===== src/rtl/mem_arbiter.sv =====
// mem_arbiter: N-master arbiter in front of the shared memory slave port.
// Fixed or round-robin priority, registered grant, slave wait states,
// per-access timeout with error response, combinational per-master stall.
//
// Ports:
//   CLK, RESET      clock, synchronous active-low reset
//   HTRANS/HADDR/HWRITE/HWDATA  per-master request (flattened buses)
//   HREADY/HERROR/HRDATA        completion pulse, abort flag, read data
//   stall                       HTRANS & ~HREADY
//   PADDR/PWRITE/PDATA/PVALID   registered slave request
//   PREADY/PRDATA               slave completion and read data
module mem_arbiter #(
    parameter int NUM_MASTERS = 2,
    parameter int ADDR_W      = 64,
    parameter int DATA_W      = 64,
    parameter int RR_MODE     = 0,
    parameter int TIMEOUT     = 15
) (
    input  logic                          CLK,
    input  logic                          RESET,
    input  logic [NUM_MASTERS-1:0]        HTRANS,
    input  logic [NUM_MASTERS*ADDR_W-1:0] HADDR,
    input  logic [NUM_MASTERS-1:0]        HWRITE,
    input  logic [NUM_MASTERS*DATA_W-1:0] HWDATA,
    output logic [NUM_MASTERS-1:0]        HREADY,
    output logic                          HERROR,
    output logic [DATA_W-1:0]             HRDATA,
    output logic [NUM_MASTERS-1:0]        stall,
    output logic [ADDR_W-1:0]             PADDR,
    output logic                          PWRITE,
    output logic [DATA_W-1:0]             PDATA,
    output logic                          PVALID,
    input  logic                          PREADY,
    input  logic [DATA_W-1:0]             PRDATA
);

    localparam int IDX_W = (NUM_MASTERS > 1) ? $clog2(NUM_MASTERS) : 1;
    localparam logic [7:0] CNT_LAST = 8'(TIMEOUT - 1);

    typedef enum logic {IDLE, ACCESS} state_t;

    state_t                 state, state_nxt;
    logic [IDX_W-1:0]       owner, last, win, ptr;
    logic [7:0]             cnt;
    logic [NUM_MASTERS-1:0] req, owner_oh;
    logic                   win_vld, done, load;
    logic [ADDR_W-1:0]      win_addr;
    logic                   win_write;
    logic [DATA_W-1:0]      win_wdata;

    // During ACCESS the owner still holds HTRANS, so its bit is masked
    // and the scan continues from the owner (it becomes last this cycle).
    assign ptr = (state == ACCESS) ? owner : last;

    always_comb begin
        int base_i;
        int idx_i;
        req     = HTRANS;
        win     = '0;
        win_vld = 1'b0;
        base_i  = 0;
        idx_i   = 0;
        if (state == ACCESS) begin
            req[owner] = 1'b0;
        end
        if (RR_MODE != 0) begin
            base_i = int'(ptr) + 1;
            if (base_i >= NUM_MASTERS) begin
                base_i = 0;
            end
        end
        for (int k = 0; k < NUM_MASTERS; k++) begin
            idx_i = base_i + k;
            if (idx_i >= NUM_MASTERS) begin
                idx_i = idx_i - NUM_MASTERS;
            end
            if (!win_vld && req[IDX_W'(idx_i)]) begin
                win_vld = 1'b1;
                win     = IDX_W'(idx_i);
            end
        end
    end

    assign win_addr  = HADDR[int'(win)*ADDR_W +: ADDR_W];
    assign win_write = HWRITE[win];
    assign win_wdata = HWDATA[int'(win)*DATA_W +: DATA_W];

    assign done = (state == ACCESS) && (PREADY || (cnt == CNT_LAST));
    assign load = win_vld && ((state == IDLE) || done);

    assign owner_oh = {{(NUM_MASTERS-1){1'b0}}, 1'b1} << owner;
    assign stall    = HTRANS & ~HREADY;

    always_comb begin
        state_nxt = state;
        unique case (state)
            IDLE:    if (win_vld) state_nxt = ACCESS;
            ACCESS:  if (done && !win_vld) state_nxt = IDLE;
            default: state_nxt = IDLE;
        endcase
    end

    always_ff @(posedge CLK) begin
        if (!RESET) begin
            state <= IDLE;
        end else begin
            state <= state_nxt;
        end
    end

    always_ff @(posedge CLK) begin
        if (!RESET) begin
            PVALID <= 1'b0;
            PWRITE <= 1'b0;
            PADDR  <= '0;
            PDATA  <= '0;
            HREADY <= '0;
            HERROR <= 1'b0;
            HRDATA <= '0;
            owner  <= '0;
            cnt    <= '0;
            last   <= IDX_W'(NUM_MASTERS - 1);
        end else begin
            HREADY <= '0;
            HERROR <= 1'b0;
            if ((state == ACCESS) && !done) begin
                cnt <= cnt + 8'd1;
            end
            if (done) begin
                HREADY <= owner_oh;
                HERROR <= ~PREADY;
                last   <= owner;
                if (PREADY && !PWRITE) begin
                    HRDATA <= PRDATA;
                end
                if (!win_vld) begin
                    PVALID <= 1'b0;
                end
            end
            // New grant: from IDLE, or back-to-back with no bubble.
            if (load) begin
                PADDR  <= win_addr;
                PWRITE <= win_write;
                PDATA  <= win_wdata;
                owner  <= win;
                PVALID <= 1'b1;
                cnt    <= '0;
            end
        end
    end

endmodule


===== config.mk =====
export PLATFORM = sky130hd
export DESIGN_NAME = mem_arbiter
export DESIGN_NICKNAME = d
export VERILOG_FILES = /design/src/rtl/mem_arbiter.sv
export SDC_FILE = /design/constraint.sdc
export NUM_CORES = 1
export LEC_CHECK = 0
export ABC_AREA = 1
export CAP_MARGIN = 5
export CORE_AREA = 2 2 206 208
export CTS_BUF_LIST = sky130_fd_sc_hd__clkbuf_16
export DETAILED_ROUTE_END_ITERATION = 12
export DIE_AREA = 0 0 208 210
export HOLD_SLACK_MARGIN = 0.08
export PLACE_DENSITY_LB_ADDON = 0.12
export SLEW_MARGIN = 20
export SYNTH_ARGS = -nofsm -noshare
export SYNTH_HDL_FRONTEND = slang
export SYNTH_SLANG_ARGS = --single-unit

===== constraint.sdc =====
create_clock -name CLK -period 1.6 [get_ports CLK]
set_clock_uncertainty 0.1 [all_clocks]
set_input_delay 0.4 -clock CLK [delete_from_list [all_inputs] [get_ports CLK]]
set_output_delay 0.4 -clock CLK [all_outputs]
set_load 0.01 [all_outputs]

==> run metrics <==
Area after DPL 12,100 sq um; crit path max fanout 2; share of the synthesized area in the top cell type 54.8%; Post-synth EDFFs 0; Post-Syn Instances between 900 and 1,000; Die W 208 microns; Worst VDD drop 0.669 mV; largest net degree at the start of global routing 69; Reg2Reg Launch Point state; final wirelength approximately 30,000 microns; period utilization 98.3%; starting DRC count in detailed routing roughly 360; Leak 5.25 nW; outcome complete, no violations; RR Endpoint PDATA[30]; sequential share of the synthesized area a little over half; post-layout min period approximately 1.6 ns; TritonRoute pass-1 iters 4; Hold Crit Start RESET; drt wl/cell between 15 and 20 microns; non-filler cells, final 1,891; H-Tree Depth 1; global-route wire length before repair 44,600 microns; Slew Viols, Final 0; Die ar. approximately 44,000 sq um; share of post-route cells with drive strength above 1 a little under a quarter; flops & latches, synth ~210; Total GRT Usage roughly 13%; Main synth FF type dfxtp_1; Die Y about 210 microns; design area 12,000 sq um; main area contributors after synthesis dfxtp_1 55%, nor2_1 13%, o21ai_0 7.8%; port bufs about 390; PD cells 1090 nW/um^2; Vias 7,591; ys async rst share 0%; number of global-route vias before repair 7,488; largest area contributor in the netlist dfxtp_1; synthesized area roughly 7500 sq um; core area between 40,000 and 50,000 sq um; Max-cap violations 0; Required @ worst endpoint approximately 1.1 ns; FF+latch area approximately 4100 sq um; via density per instance roughly 4.0; average size of a mapped cell around 8 sq um; Post-DP HPWL 20,500 microns; RSZ-0062 raised after global routing yes; hold crit path type input pin to flip-flop; Unique masters post-synth 27; FF-to-FF setup slack approximately 0.14 ns; Clock transition at path regs 0.05 ns; Root Driver clkbuf_16; dpl cells approximately 1,800; area grow syn2layout 60.4%; row count 75; CTS Buf Count 27; crit path capture type output port; endpoints failing setup 0; total grt overflow 0; fillcell total about 4,500; Hold EP PDATA[5]; multi-input logic area between 2000 and 3000 sq um; Longest Clk Path Bufs 3; Synth Net Count around 1,300; clock sinks between 200 and 250; DRC violations left 0; Final #Nets 1,663; antenna violations before repair 0; total number of yosys warnings 0; Initial Util approximately 18%; Max Fclk 635 MHz; I/O Pins 526; CP startpoint kind flip-flop; Fin. Hold Viols 0; final core area utilization roughly 29%; DRT antenna net count 0; FF-to-FF path depth 5; Arr. time, crit path roughly 1.1 ns; RD Place Congestion slightly above 0.7; worst-skew pair later-pin latency approximately 0.53 ns; class of the most critical setup path flip-flop to output port; CTS tree done; hold depth 3
-- worst max-delay path: stages (launching register included) --
cell and delay (ns):
dfxtp_2 0.33, nor2_1 0.08, buf_2 0.13
-- cell usage after synthesis (2+ instances only) --
master	instances
nand2_1	93
nand3b_1	2
buf_6	19
nand3_2	2
inv_1	10
buf_4	3
nor2_1	266
o21ai_0	116
nand2_2	2
ha_1	2
buf_2	20
a21oi_1	73
clkbuf_1	27
o21ai_1	14
xnor2_1	2
dfxtp_1	205
nor2_2	2
nand3_1	67
clkbuf_8	2
-- registers in the layout (all words and copies together), names as in the netlist --
signal  cells
HREADY      1
PWRITE      1
PADDR      64
HRDATA     64
PDATA      64
state       1
cnt         8
HERROR      1
PVALID      1
-- stage by stage --
stage	hold WS, ns	total power [W]	TNS [ns]	worst slack (ns)
floorplan	0.367	0.00655	0	0.296
global placement	0.348	0.00804	-71.61	-0.557
detailed placement	0.351	0.00803	-70.14	-0.529
CTS	0.105	0.0134	-0.0803	-0.0803
global route	0.129	0.0138	-0.0437	-0.0437
finish	0.131	0.0131	0	0.0264
-- logic make-up (layout without fill, tap and decap cells) --
logic type | count (synthesis) | count (layout) | synth area share (%)
other | 1 | 2 | 0.0501
XOR/XNOR | 3 | 3 | 0.351
flip-flops | 205 | 205 | 54.8
adder cells (fa/ha/maj) | 2 | 2 | 0.334
buffers and inverters | 83 | 499 | 6.87
AND/OR/NAND/NOR | 436 | 436 | 23.7
AO/OA/AOI/OAI | 205 | 205 | 13.8
-- layer usage --
layer / global-route usage, % / share of wire (%)
met4: 3.33 / 1.7
met1: 16.4 / 44
met3: 6.00 / 11
met5: 0 / 0
met2: 19.4 / 43
-- placed cells by master (no fill, tap or decap), types with 3 or more instances in the layout --
cell             netlist  layout
a21oi_1               73      73
buf_12                 0      12
buf_2                 20     190
buf_4                  3      43
clkbuf_16              0      28
clkdlybuf4s50_1        0     194
clkinv_1               0       6
clkinv_2               0       3
dfxtp_1              205     191
dfxtp_2                0      14
inv_1                 10      14
nand2_1               93      93
nand3_1               67      67
nor2_1               266     266
o21ai_0              116     116
o21ai_1               14      14
-- how the worst max path moves through the flow --
| stage | startpoint | endpoint | slack (ns) | depth (start not counted) |
|---|---|---|---|---|
| 3_3_place_gp | HTRANS[0] | stall[0] | -0.56 | 4 |
| 6_report | HREADY[0] | stall[0] | 0.03 | 2 |
| 4_1_cts | HTRANS[0] | stall[0] | -0.08 | 4 |
| 3_5_place_dp | HTRANS[0] | stall[0] | -0.53 | 4 |
| 2_1_floorplan | cnt[0] | PVALID | 0.30 | 7 |
| 5_1_grt | HREADY[0] | stall[0] | -0.04 | 2 |
-- timing repair --
item                       CTS  global route
resized for setup          804             7
setup endpoints to repair  197             7
cloned                       0             1
pin swaps                    0             1
setup buffers                1             1
hold buffers                 0             0
-- cell type report --
| cell class | count | share of cell area (%) |
|---|---|---|
| Antenna cell | 1 | 0.0208 |
| Tap cell | 539 | 5.62 |
| Clock inverter | 19 | 0.948 |
| Multi-Input combinational cell | 647 | 23.9 |
| Timing Repair Buffer | 442 | 29.2 |
| Sequential cell | 205 | 34.3 |
| Clock buffer | 27 | 5.63 |
| Inverter | 11 | 0.365 |
-- where the power goes --
part	internal, W	switching [W]
Combinational	0.000994	0.00102
Sequential	0.00544	0.000155
Clock	0.00318	0.00232
Total	0.00962	0.00349
No activity file was read; power rests on OpenSTA's default activity.
==> edit, RTL diff (config.mk and constraints unchanged) <==
Reset style: asynchronous (`RESET`), changed in 2 clocked blocks. Comments in the files are not updated.
--- a/src/rtl/mem_arbiter.sv
+++ b/src/rtl/mem_arbiter.sv
@@ -100,7 +100,7 @@
         endcase
     end
 
-    always_ff @(posedge CLK) begin
+    always_ff @(posedge CLK or negedge RESET) begin
         if (!RESET) begin
             state <= IDLE;
         end else begin
@@ -108,7 +108,7 @@
         end
     end
 
-    always_ff @(posedge CLK) begin
+    always_ff @(posedge CLK or negedge RESET) begin
         if (!RESET) begin
             PVALID <= 1'b0;
             PWRITE <= 1'b0;
Function: differs if RESET is asserted again (counterexample within 4 cycles, from zero or initial values and one cycle with RESET low); with RESET held inactive, the same outputs for 4 cycles.
==> edit against the unedited design <==
The flow now finishes with violations (negative setup slack). Largest cell class unchanged. Sequential share of layout area increased by 1.7 points. First-iteration DRC count decreased by 48%. Wire length decreased by 2.9%. Area after synthesis increased by 12%. Design area increased by 19%. Worst hold slack improved by 0.093 ns. Global-route usage decreased by 0.12 points. Sequential cell count unchanged. Cell count decreased by 10%. Worst setup slack got worse by 0.088 ns.
Power is not compared: it rests on default switching activity, and its combinational part moved more than twofold at a synthesized area within 25%.
==> edit: results (changes against the unedited design) <==
- Worst-Skew Late Latency: 0.55 ns (was 0.53 ns)
- Async set or reset register ratio after synthesis: 100% (was 0%)
- Commonest cells post-synth: 205 x dfrtp_1, 166 x nand2_1, 100 x mux2_4 (was 266 x nor2_1, 205 x dfxtp_1, 116 x o21ai_0)
- Final setup fails: 1 (was 0)
- Clock transition at the registers of the reported paths: 0.06 ns
- Nets@finish: 1469 (was 1663)
- DRT iter0 DRCs: 186 (was 359)
- Crit path DAT: 1.16 ns (was 1.07 ns)
- Status: finished with violations (was complete, no violations)
- Fillers: 4217 (was 4544)
- Max IR drop VDD: 0.859 mV
- Biggest regs: HRDATA: 64 flops, PADDR: 64 flops, PDATA: 64 flops (unchanged)
- Deepest clock path buffer count: 3 (unchanged)
- Global-route wire length before repair: 42800 um (was 44600 um)
- Syn nets: 978 (was 1264)
- Ys Warns: 0 (unchanged)
- All-Layer GR Usage: 12.7% (was 12.8%)
- P_leak: 7.05 nW
- Placer Congestion: 0.706 (was 0.718)
- FF/Latch Area: 0.00513 mm^2 (was 0.00412 mm^2)
- Layout cells sized above 1: 41.3% (was 22.8%)
- Total CTS buffers: 27 (unchanged)
- Port bufs: 393 (unchanged)
- Area after DPL: 0.0131 mm^2 (was 0.0121 mm^2)
- Initial DRT Pass Iterations: 4 (unchanged)
- Post-synthesis sequential area ratio: 61.2% (was 54.8%)
- Synth area leaders: dfrtp_1 61%, mux2_4 18%, nand2_1 7.4%, nand3_1 4.7%, mux2_2 3.9% (was dfxtp_1 55%, nor2_1 13%, o21ai_0 7.8%, a21oi_1 4.9%, nand2_1 4.7%)
- Crit Path Max Fanout: 2 (unchanged)
- Violated checks: negative setup slack
- Commonest register cell after synthesis: dfrtp_1 (was dfxtp_1)
- Root buf cell: clkbuf_16 (unchanged)
- Cell variety after synth: 19 (was 27)
- Diode count: 0 (was 1)
- Setup ws final: -0.0614 ns (was 0.0264 ns)
- Switching Power: 6.16 mW
- DP Wirelength: 20200 um (was 20500 um)
- Initial antenna violation count: 0 (unchanged)
- Worst hold path class: primary input to asynchronous set/reset pin (was primary input to register)
- # H-tree levels: 1 (unchanged)
- WL final: 28900 um (was 29800 um)
- Vias: 6592 (was 7591)
- Largest net degree at the start of global routing: 49 (was 69)
[edit: stage by stage]
stage | cells | power [mW] | TNS, ns | setup slack, ns
after floorplan | 649 | 10.1 | 0 | 0.216
after global placement | 1572 | 14.5 | -59.88 | -0.462
after detailed placement | 1572 | 14.4 | -61.50 | -0.426
after CTS | 1655 | 20.5 | -0.639 | -0.0993
after global routing | 1699 | 22.2 | -2.28 | -0.130
final | 1699 | 21.0 | -0.0614 | -0.0614
[edit: cell families (layout without fill, tap and decap cells)]
group           count (synthesis)  in the layout  synth area share [%]
compound gates                  2              2                 0.149
xor+xnor                        3              3                 0.313
flops                         205            205                  61.2
mux                           129            129                  21.8
fa+ha+maj                       2              2                 0.298
other cells                     1              1                0.0447
simple gates                  255            255                  12.6
buf+inv                        52            563                  3.64
[edit: path summary, 6_finish.rpt]
path / from / endpoint / slack, ns / depth (start not counted)
setup / recovery: HREADY[0] / stall[0] / -0.06 / 2
hold / removal: RESET / PADDR[53] / 0.22 / 2
setup reg to reg: state / PADDR[37] / 0.17 / 4
hold reg to reg: HRDATA[22] / HRDATA[22] / 0.36 / 2
max in group asynchronous: RESET / HRDATA[47] / 0.60 / 3
min in group CLK: PRDATA[3] / HRDATA[3] / 0.30 / 3
[edit: cell type report]
cell class / instances / share of cell area (%)
flip-flops and latches: 205 / 36.0
multi-input cells: 392 / 20.9
clock buffers: 27 / 4.74
repair buffers: 501 / 31.5
clock inverters: 22 / 1.79
well taps: 539 / 4.73
inverters: 13 / 0.342
[edit: layer usage]
metal,part of all wire (%),global-route usage (%)
met3,9.0,4.38
met1,44,16.9
met4,1.7,3.11
met2,45,19.7
met5,0,0
[edit: worst max-delay path: stages (launching register included)]
cell and delay, ns:
dfrtp_1 0.40, nor2_1 0.09, buf_2 0.13
[edit: power by group through the flow]
stage               clock network (mW)  registers, mW  logic (mW)
detailed placement                   0           7.46        6.98
floorplan                            0           8.10        2.04
global placement                     0           7.43        7.02
finish                            6.40           7.50        7.11
global route                      6.90           7.65        7.66
CTS                               6.66           7.41        6.41
[edit: repair_timing]
action,CTS,global route
gates resized for setup,861,66
setup buffers,33,44
pin swaps,1,0
hold endpoints to repair,205,0
hold buffers,1,0
setup endpoints to repair,197,163
